## src/rtl/dct_pkg.sv

```systemverilog
// Shared definitions for the DCT32 row controller: FSM encoding and default sizing.
package dct_pkg;
  localparam int DEF_N_ROWS   = 32;
  localparam int DEF_PIPE_LAT = 6;
  localparam int DEF_CREDITS  = 8;

  typedef enum logic [1:0] {
    IDLE  = 2'd0,
    RUN   = 2'd1,
    DRAIN = 2'd2,
    DONE  = 2'd3
  } state_e;
endpackage

```

## src/rtl/dct_valid_pipe.sv

```systemverilog
// Delay line that tracks {valid, row index} alongside the DCT datapath latency.
module dct_valid_pipe #(
  parameter int STAGES = 6,
  parameter int RW     = 5
) (
  input  logic          clk,
  input  logic          rst,
  input  logic          in_vld,
  input  logic [RW-1:0] in_row,
  output logic          out_vld,
  output logic [RW-1:0] out_row
);
  logic [STAGES-1:0]         vld_pipe;
  logic [STAGES-1:0][RW-1:0] row_pipe;

  always_ff @(posedge clk or negedge rst) begin
    if (!rst) begin
      vld_pipe <= '0;
      row_pipe <= '0;
    end else begin
      vld_pipe[0] <= in_vld;
      row_pipe[0] <= in_row;
      for (int i = 1; i < STAGES; i++) begin
        vld_pipe[i] <= vld_pipe[i-1];
        row_pipe[i] <= row_pipe[i-1];
      end
    end
  end

  assign out_vld = vld_pipe[STAGES-1];
  assign out_row = row_pipe[STAGES-1];
endmodule

```

## src/rtl/dct32_row_ctrl.sv

```systemverilog
// Row sequencing controller for a 32-point DCT: accepts rows under downstream credit
// flow control, tracks them through the datapath latency and signals block completion.
module dct32_row_ctrl
  import dct_pkg::*;
#(
  parameter int N_ROWS   = DEF_N_ROWS,
  parameter int PIPE_LAT = DEF_PIPE_LAT,
  parameter int CREDITS  = DEF_CREDITS
) (
  input  logic                      clk,
  input  logic                      rst,
  input  logic                      start,
  output logic                      busy,
  input  logic                      in_valid,
  output logic                      in_ready,
  output logic                      dct_load,
  output logic                      out_valid,
  output logic [$clog2(N_ROWS)-1:0] out_row,
  output logic                      out_last,
  input  logic                      credit_ret,
  output logic                      done,
  output logic                      err_credit
);
  localparam int RW = $clog2(N_ROWS);
  localparam int CW = $clog2(CREDITS + 1);
  localparam logic [RW-1:0] LAST_ROW = RW'(N_ROWS - 1);
  localparam logic [CW-1:0] CMAX     = CW'(CREDITS);

  state_e        state;
  logic [RW-1:0] row_cnt;
  logic [CW-1:0] credit_cnt;
  logic          accept;

  assign in_ready = (state == RUN) && (credit_cnt != '0);
  assign accept   = in_valid && in_ready;
  assign dct_load = accept;
  assign busy     = (state != IDLE);
  assign done     = (state == DONE);

  always_ff @(posedge clk or negedge rst) begin
    if (!rst) begin
      state   <= IDLE;
      row_cnt <= '0;
    end else begin
      case (state)
        IDLE:  if (start) begin
                 state   <= RUN;
                 row_cnt <= '0;
               end
        RUN:   if (accept) begin
                 row_cnt <= row_cnt + 1'b1;
                 if (row_cnt == LAST_ROW) state <= DRAIN;
               end
        DRAIN: if (out_valid && out_last) state <= DONE;
        DONE:  state <= IDLE;
        default: state <= IDLE;
      endcase
    end
  end

  // A return that would overflow the buffer depth is dropped and flagged.
  always_ff @(posedge clk or negedge rst) begin
    if (!rst) begin
      credit_cnt <= CMAX;
      err_credit <= 1'b0;
    end else begin
      case ({accept, credit_ret})
        2'b10: credit_cnt <= credit_cnt - 1'b1;
        2'b01: if (credit_cnt == CMAX) err_credit <= 1'b1;
               else                    credit_cnt <= credit_cnt + 1'b1;
        default: ;
      endcase
    end
  end

  dct_valid_pipe #(.STAGES(PIPE_LAT), .RW(RW)) u_pipe (
    .clk     (clk),
    .rst     (rst),
    .in_vld  (accept),
    .in_row  (row_cnt),
    .out_vld (out_valid),
    .out_row (out_row)
  );

  assign out_last = out_valid && (out_row == LAST_ROW);
endmodule

```

## config.mk

```make
export PLATFORM = sky130hd
export DESIGN_NAME = dct32_row_ctrl
export DESIGN_NICKNAME = d
export VERILOG_FILES = /design/src/rtl/dct_pkg.sv /design/src/rtl/dct_valid_pipe.sv /design/src/rtl/dct32_row_ctrl.sv
export SDC_FILE = /design/constraint.sdc
export NUM_CORES = 1
export LEC_CHECK = 0
export CAP_MARGIN = 40
export CORE_ASPECT_RATIO = 1.25
export CORE_MARGIN = 8
export CORE_UTILIZATION = 59
export DETAILED_ROUTE_END_ITERATION = 6
export DONT_BUFFER_PORTS = 1
export GPL_ROUTABILITY_DRIVEN = 0
export PLACE_DENSITY = 0.75
export SLEW_MARGIN = 20
export SYNTH_ARGS = -nofsm -noshare
export SYNTH_HDL_FRONTEND = slang
export SYNTH_SLANG_ARGS = --single-unit
```

## constraint.sdc

```tcl
create_clock -name clk -period 3.3 [get_ports clk]
set_clock_uncertainty 0.15 [all_clocks]
set_input_delay 0 -clock clk [delete_from_list [all_inputs] [get_ports clk]]
set_output_delay 0 -clock clk [all_outputs]
set_load 0.03 [all_outputs]
```

; Yosys cells after proc, flatten, opt, wreduce, memory -nomap -nowiden
; Index checks and enable logic that the tools add are counted.
[classes]
eq_ne = 13
n_mux = 10
bitwise_logic = 0
n_reduce_logical = 13
addsub = 3
div = 0
order_cmp = 0
n_shift = 0
mul = 0
[op_table]
columns = operator, count
row1 = $eq A5 B5 Y1 const B, 2
row2 = $mux W5, 2
row3 = $pmux W5 S2, 1
row4 = $mux W2, 4
row5 = $ne A2 B2 Y1 const B, 4
row6 = $pmux W2 S4, 1
row7 = $pmux W4 S2, 1
row8 = $eq A2 B2 Y1 const B, 3
row9 = $reduce_bool A2 Y1, 3
row10 = $add A5 B1 Y5 const B, 1
row11 = $add A4 B1 Y4 const B, 1
row12 = $eq A2 B1 Y1 const B, 2
row13 = $eq A4 B4 Y1 const B, 1
row14 = $logic_and A1 B1 Y1, 4
row15 = $mux W4, 1
row16 = $reduce_and A2 Y1, 2
row17 = $reduce_and A4 Y1, 1
row18 = $reduce_bool A4 Y1, 1
row19 = $sub A4 B1 Y4 const B, 1
row20 = $reduce_and A3 Y1, 1
row21 = $logic_not A2 Y1, 1
row22 = $ne A2 B1 Y1 const B, 1
[word_totals]
memories = 0
rom_bits = 0
wordCells = 50
latch_bits = 0
ramBits = 0
register_bits = 48

; Depth between registers and ports, before layout
; Gate-level depths: netlist (run 1).
[logic_depth]
ltp_word = 6
mapped_depth = 11
depth_no_buf = 10

; By module
; Synthesis (run 1) repeated with hierarchy kept, for this count alone.
[unflattened]
hier_cells = 134
hier_area_um2 = 1816.7
[by_module_without_submodules]
columns = module, seq_area_each_um2, n_inst, cells_each, area_per_inst_um2
row1 = dct_valid_pipe, 900.9, 1, 41, 938.4
row2 = dct32_row_ctrl, 301.5, 1, 93, 878.3

; Worst setup path after synthesis (run 1)
; OpenSTA, ideal clock, no wires.
[synth_timing]
path_type = flip-flop to flip-flop
start = register credit_cnt[0]
end = register credit_cnt[2]
arrival_time_ns = 2.201
setup_slack_ns = 0.823
stages_incl_launch_ff = 10
n_path_buf = 1
synth_period_minus_slack_ns = 2.477
path_cell_list = dfrtp_1 -> or4_1 -> buf_6 -> nand2_8 -> nand2_1 -> fa_1 -> xor2_1 -> mux2i_1 -> nor2_1 -> a221o_1
[synth_between]
elab_chain_cells = 6
[synth_rtl]
columns = element, line
row1 = from (decl), dct32_row_ctrl.sv:31  ; logic [CW-1:0] credit_cnt;
row2 = from (signal assigned), dct32_row_ctrl.sv:68  ; 2'b10: credit_cnt <= credit_cnt - 1'b1;
row3 = from (signal assigned), dct32_row_ctrl.sv:70  ; else credit_cnt <= credit_cnt + 1'b1;
row4 = branches (longest 6 deep; another with $add A4 B1 Y4), -
; Several ways; the timed one is not identified. The select of a mux whose other input is x is not followed.
; A chain may end at the register's enable or synchronous reset.

; Worst setup path in the final report (run 1)
; Ends and elaborated chain as after synthesis.

==> impl_metrics.ini, run 1 <==
[synthesis]
yosysUniqueCellTypes = 41
synthMostInstantiatedCell = dfrtp_1
yosysTopAreaCellShare_pct = 62.92
synth_edf_count = 0
synthAdderAreaFrac_pct = 6.426
synth-seq-cells = 48
synth_area_leaders = dfrtp_1 (63%), ha_1 (5.4%), buf_4 (2.4%), mux2i_1 (2.1%), a221o_1 (1.6%)
synth_nets = 153
yosysWarnings = 0
syn_avg_cell_area_um2 = 13.45
async_flop_share_pct = 100.0
synth_commonest_cells = dfrtp_1 (47), ha_1 (8), nand2_1 (8), buf_4 (6)
syn-cell-area_mm2 = 0.001869
synth_mux_area_share_pct = 3.347
ys_seq_area_share_pct = 64.32
yosys_most_used_dff = dfrtp_1
synth_top_family_by_area = simple AND/OR/NAND/NOR gates
syn_inst = 139
synth-xor-area-share_pct = 0.9371
synthSimpleGateAreaFrac_pct = 11.24
synth_top_area_cell = dfrtp_1
synth-compound-area-share_pct = 9.304

[critical_path]
path_max_fanout = 7
crit_start = credit_cnt[0]
startpoint_type = register
critPathCapture = credit_cnt[2]
ff2ff_path_depth = 8
crit_type = register to register
r2r-end = credit_cnt[2]
worstPathRequired_ps = 3330
reg2reg_from = credit_cnt[0]
critPathCaptureType = register
arrival_ps = 2780
r2r_slack_ps = 550

[global_routing]
met1_usage_pct = 16.37
grt_overflow_total = 0
top_usage_layer = met2
use_met3_pct = 5.204
grt_max_degree = 49
met2_usage_pct = 18.97
antenna_found_initial = 0
grt_pass1_vias = 1129
grt_pass1_wl_um = 5257
grt_use_total_pct = 13.05

[power_and_ir_drop]
power_frac_seq_pct = 50.8
p_sw_uw = 675.6
clkPwrFrac_pct = 19.0
p_comb_share_pct = 30.2
power_density_mw_per_mm2 = 906.5
vdd_drop_max_uv = 583.8
p_leak_nw = 0.9814
fin_total_pwr_mw = 1.823
internal_power_mw = 1.147
switching_share_pct = 37.07

[timing]
drv_slew = 0
min_period_over_period_pct = 83.19
final_hold_viol_count = 0
fin_tns_setup_ps = 0
worst_hold_slack_ps = 53.18
slew-limit-headroom_pct = 63.05
period_needed_ps = 2745
max_slew.worst_pin.slew_ps = 552.3
setup_viol = 0
grt_setup_unrepaired = false
fmax_mhz = 364.2

[finish]
n_fill_cell = 226
ff_latch_area_mm2 = 0.001202
multiInputGateArea_um2 = 584.3
final-instance-count-excl-fill = 180
finish.instance_area_mm2 = 0.002011
drive_gt1_share_pct = 12.59
antennaDiodeCount = 0
area_delta_synth_final_pct = 7.564
nNetsFinal = 157

[clock_network]
post_cts_buffers = 0
clkSinkCount = 48
clock_latency_ps = 290
cts_tree = yes
clockBufferDepth = 2
root_buffer = clkbuf_8
path_clk_slew_ps = 80
htreeDepth = 2
cts-buffers-inserted = 5

[floorplan]
core-area_mm2 = 0.003108
start_util_pct = 60.14
die-area_mm2 = 0.005237
die_w_um = 66.35
die_h_um = 78.93
boundaryPins = 17
row_count = 23

[place]
port_buffers = 0
post-place-cells = 168
dp_hpwl_um = 2018
post_dp_cell_area_mm2 = 0.001852

[route]
wl_per_cell_um = 16.53
drt-initial-drc-count = 42
wirelength_um = 2976
antenna_left = 0
drc = 0
viasPerCell = 5.783
dr.pass1.iters = 4
vias = 1041

[worst_hold_path]
hold_path.class = input port to register

[outcome]
status = finished, final reports clean

[flow_run]
maxCapViolations = 0
==> sequential cells by signal (all words and copies together) (netlist names) <==
| register | count |
|---|---|
| u_pipe.row_pipe | 25 |
| state | 2 |
| err_credit | 1 |
| row_cnt | 5 |
| u_pipe.vld_pipe | 6 |
| u_pipe.out_row | 5 |
| credit_cnt | 4 |
==> metal layers <==
layer,part of all wire [%],routed length (um),vias to the layer above
met3,8.2,244,5
li1,-,-,489
met1,44,1297,521
met5,0,0,-
met4,1.9,57,0
met2,46,1377,26
==> worst max-delay path, cell delays in order (launching register included) <==
cell	delay (ps)
dfrtp_1	450
or4_1	750
nand2_8	140
nand2_1	110
fa_1	390
xor2_1	170
mux2i_1	170
nor2_1	60
a221o_1	260
==> layout by cell type, fill, tap and decap left out, types with 2 or more instances in the layout <==
master and n:
dlygate4sd3_1 4, and2_1 3, o22ai_1 3, nor3_1 3
mux2_2 2, ha_1 8, nand3_1 5, o21ai_2 2
nand2_1 8, a221o_1 3, nand4_1 2, a211o_1 2
mux2i_1 4, dfrtp_1 47, clkbuf_8 6, nor2_1 5
a21oi_1 5, nor3b_1 2, o21ai_0 3, inv_1 4
==> cell families (layout without fill, tap and decap cells) <==
family | count (synthesis) | after routing
buf+inv | 13 | 17
xor+xnor | 2 | 2
fa+ha+maj | 9 | 9
simple gates | 37 | 37
mux | 6 | 6
flops | 48 | 48
compound gates | 24 | 24
==> through the flow <==
stage,utilization [%],setup slack (ps)
after floorplan,-,822.8
after global placement,59.58,680.8
after detailed placement,59.58,544.8
after CTS,64.69,550.5
after global routing,64.69,424.7
final,64.69,554.6
==> area by class of cell <==
class | count | share of cell area (%)
Clock buffer | 6 | 4.107
Clock inverter | 1 | 0.4356
Inverter | 5 | 0.9334
Multi-Input combinational cell | 78 | 29.06
Sequential cell | 48 | 59.80
Tap cell | 37 | 2.302
Timing Repair Buffer | 5 | 3.360
==> power groups by stage <==
stage	logic, mW	clock network (mW)	registers (mW)
global placement	0.498	0	0.927
floorplan	0.515	0	0.869
detailed placement	0.527	0	0.942
global route	0.616	0.383	0.955
finish	0.551	0.346	0.927
CTS	0.553	0.355	0.929
==> how the worst min path moves through the flow <==
stage	startpoint	to	slack [ps]	depth (start not counted)
global placement	rst	u_pipe.vld_pipe[4]	-440	0
finish	credit_ret	credit_cnt[1]	50	3
detailed placement	rst	u_pipe.row_pipe[14]	-440	0
CTS	credit_ret	credit_cnt[1]	40	3
floorplan	rst	credit_cnt[0]	-450	0
global route	credit_ret	credit_cnt[1]	80	3
==> what timing repair did <==
action / 4_1_cts / 5_1_grt
hold buffers: 5 / 0
endpoints found under the hold margin: 58 / 0
gates resized for setup: 0 / 0
Note: power is estimated with default switching activity, not from simulation.
==> inputs of run 2 (changes only) <==
--- a/config.mk
+++ b/config.mk
@@ -5,14 +5,15 @@
 export SDC_FILE = /design/constraint.sdc
 export NUM_CORES = 1
 export LEC_CHECK = 0
+export ABC_AREA = 1
 export CAP_MARGIN = 40
 export CORE_ASPECT_RATIO = 1.25
 export CORE_MARGIN = 8
-export CORE_UTILIZATION = 59
+export CORE_UTILIZATION = 54
 export DETAILED_ROUTE_END_ITERATION = 6
 export DONT_BUFFER_PORTS = 1
 export GPL_ROUTABILITY_DRIVEN = 0
-export PLACE_DENSITY = 0.75
+export PLACE_DENSITY = 0.72
 export SLEW_MARGIN = 20
 export SYNTH_ARGS = -nofsm -noshare
 export SYNTH_HDL_FRONTEND = slang
==> constraint.sdc (replaced) <==
create_clock -name clk -period 2.31 [get_ports clk]
set_clock_uncertainty 0.15 [all_clocks]
set_input_delay 0 -clock clk [delete_from_list [all_inputs] [get_ports clk]]
set_output_delay 0 -clock clk [all_outputs]
set_load 0.03 [all_outputs]
==> run 2 against run 1 <==
Wire length decreased by 6.3%. First-iteration DRC count down 26%. Synthesized area fell by 5.3%. Sequential cell count unchanged. Core utilization decreased by 2.0 points. Clock power is 79% higher. Cell count increased by 5.0%. Maximum frequency grew 32%. Cell area fell by 1.2%. Critical path type unchanged.
==> impl_metrics.ini, run 2 <==
[power_and_ir_drop]
power_density_mw_per_mm2 = 1280
p_leak_nw = 1.031
fin_total_pwr_mw = 2.542
vdd_drop_max_uv = 842.1

[clock_network]
clock_latency_ps = 290
root_buffer = clkbuf_8
path_clk_slew_ps = 90
cts-buffers-inserted = 5
clkSinkCount = 48
clockBufferDepth = 2
htreeDepth = 2
cts_tree = yes

[floorplan]
die_h_um = 80.02
die_w_um = 67.22
row_count = 23
boundaryPins = 17
die-area_mm2 = 0.005379
core-area_mm2 = 0.003166
start_util_pct = 55.93

[timing]
final_hold_viol_count = 0
min_period_over_period_pct = 90.03
slew-limit-headroom_pct = 78.08
drv_slew = 0
max_slew.worst_pin.slew_ps = 329.6
grt_setup_unrepaired = false
setup_viol = 0
fin_tns_setup_ps = 0
fmax_mhz = 480.9
period_needed_ps = 2080

[critical_path]
r2r_slack_ps = 230
ff2ff_path_depth = 13
critPathCapture = credit_cnt[3]
r2r-end = credit_cnt[3]
critPathCaptureType = register
worstPathRequired_ps = 2400
reg2reg_from = state[1]
crit_start = state[1]
startpoint_type = register
crit_type = register to register
arrival_ps = 2170
path_max_fanout = 7

[synthesis]
ys_seq_area_share_pct = 67.92
async_flop_share_pct = 100.0
yosysWarnings = 0
yosys_most_used_dff = dfrtp_1
synth-xor-area-share_pct = 0.9894
syn_inst = 142
syn-cell-area_mm2 = 0.001770
synth_top_area_cell = dfrtp_1
synth_edf_count = 0
synthAdderAreaFrac_pct = 6.784
synth_area_leaders = dfrtp_1 (66%), nand2_1 (6.1%), ha_1 (5.7%), nand3_1 (3.4%), o21ai_2 (2.5%)
synth_commonest_cells = dfrtp_1 (47), nand2_1 (29), nand3_1 (12), inv_1 (11), ha_1 (8)
synthMostInstantiatedCell = dfrtp_1
yosysTopAreaCellShare_pct = 66.43
synth-compound-area-share_pct = 4.382
synth_nets = 156
synth_mux_area_share_pct = 0
yosysUniqueCellTypes = 21
syn_avg_cell_area_um2 = 12.47
synth_top_family_by_area = simple AND/OR/NAND/NOR gates
synthSimpleGateAreaFrac_pct = 15.27
synth-seq-cells = 48

[global_routing]
grt_max_degree = 49
grt_use_total_pct = 11.94
grt_pass1_vias = 1038
grt_pass1_wl_um = 4671
grt_overflow_total = 0
antenna_found_initial = 0

[route]
wl_met3_um = 217
vias = 953
wirelength_um = 2788
dr.pass1.iters = 4
wl_met2_um = 1439
wl_per_cell_um = 14.75
drc = 0
viasPerCell = 5.042
drt-initial-drc-count = 31
top_layer = met4
m1WireLength_um = 1089
antenna_left = 0

[place]
post-place-cells = 176
post_dp_cell_area_mm2 = 0.001794
dp_hpwl_um = 1924
port_buffers = 0

[finish]
layout_common_cells = dfrtp_1 (47), nand2_1 (29), nand3_1 (12), inv_1 (11), ha_1 (7)
layout_top_registers = u_pipe.row_pipe (25), u_pipe.vld_pipe (6)
area_delta_synth_final_pct = 12.16
antennaDiodeCount = 0
layout_commonest_cell = dfrtp_1
n_fill_cell = 242
final-instance-count-excl-fill = 189
finish.instance_area_mm2 = 0.001986
drive_gt1_share_pct = 18.42
largest_reg_flops = 25
nNetsFinal = 165
top_register = u_pipe.row_pipe

[worst_hold_path]
hold_path.class = input port to asynchronous set/reset pin

[outcome]
status = finished, final reports clean

[flow_run]
maxCapViolations = 0
-- run 2: changes by cell type after synthesis, moves of 4 or more --
| cell | change |
|---|---|
| inv_1 | +7 |
| nand3_1 | +7 |
| nand2_1 | +21 |
| mux2i_1 | -4 |
-- run 2: stage by stage --
| step | util [%] | hold slack [ps] | worst slack (ps) |
|---|---|---|---|
| floorplan | - | -445.6 | 290.9 |
| global placement | 56.68 | -444.3 | 280.1 |
| detailed placement | 56.68 | -444.3 | 171.8 |
| CTS | 62.65 | 59.85 | 153.2 |
| global route | 62.73 | 61.43 | 66.26 |
| finish | 62.73 | 63.04 | 230.4 |
-- run 2: report_power, final --
group	internal (mW)	switching (mW)	leakage, nW
sequential	1.02	0.174	0.643
combinational	0.262	0.464	0.326
clock	0.354	0.266	0.0614
total	1.64	0.905	1.03
-- run 2: what timing repair did --
action / CTS / global route
setup buffers: 0 / 0
hold endpoints to repair: 56 / 0
hold buffers: 5 / 0
gates resized for setup: 0 / 1
endpoints found under the setup margin: 0 / 1
-- run 2: worst min-delay path by stage --
stage                                endpoint  slack, ps  depth (start not counted)
after floorplan                 credit_cnt[0]       -450                          0
after global placement     u_pipe.vld_pipe[5]       -440                          0
after detailed placement   u_pipe.vld_pipe[5]       -440                          0
after CTS                 u_pipe.row_pipe[22]         60                          2
after global routing      u_pipe.row_pipe[23]         60                          2
final                      u_pipe.row_pipe[7]         60                          2
-- run 2: metal layers --
| layer | global-route usage [%] | up-vias |
|---|---|---|
| met1 | 12.12 | 459 |
| met4 | 6.289 | 0 |
| li1 | - | 460 |
| met5 | 0 | - |
| met3 | 5.337 | 4 |
| met2 | 19.94 | 30 |
-- run 2: worst max-delay path, cell delays in order, from the launching register on --
cell	delay (ps)
dfrtp_1	420
inv_1	100
ha_2	300
nand3_4	90
nand2_1	160
ha_1	300
nand3_1	80
nand3_1	90
inv_1	60
nand2_1	60
nand2_1	70
nand2_1	50
nand2_1	50
inv_1	30
-- run 2: final cells by class --
type | instances | area (um2) | area share [%]
Tap cell | 37 | 46.29 | 2.331
Sequential cell | 48 | 1202 | 60.55
Inverter | 12 | 45.04 | 2.268
Multi-Input combinational cell | 77 | 488.0 | 24.57
Timing Repair Buffer | 7 | 82.58 | 4.159
Clock inverter | 2 | 38.79 | 1.953
Clock buffer | 6 | 82.58 | 4.159
-- run 2: logic make-up after synthesis --
family	after synthesis
and+or+nand+nor	57
buffers and inverters	17
AOI/OAI and AO/OA	9
adders and majority gates	9
xor gates and xnor gates	2
DFF	48
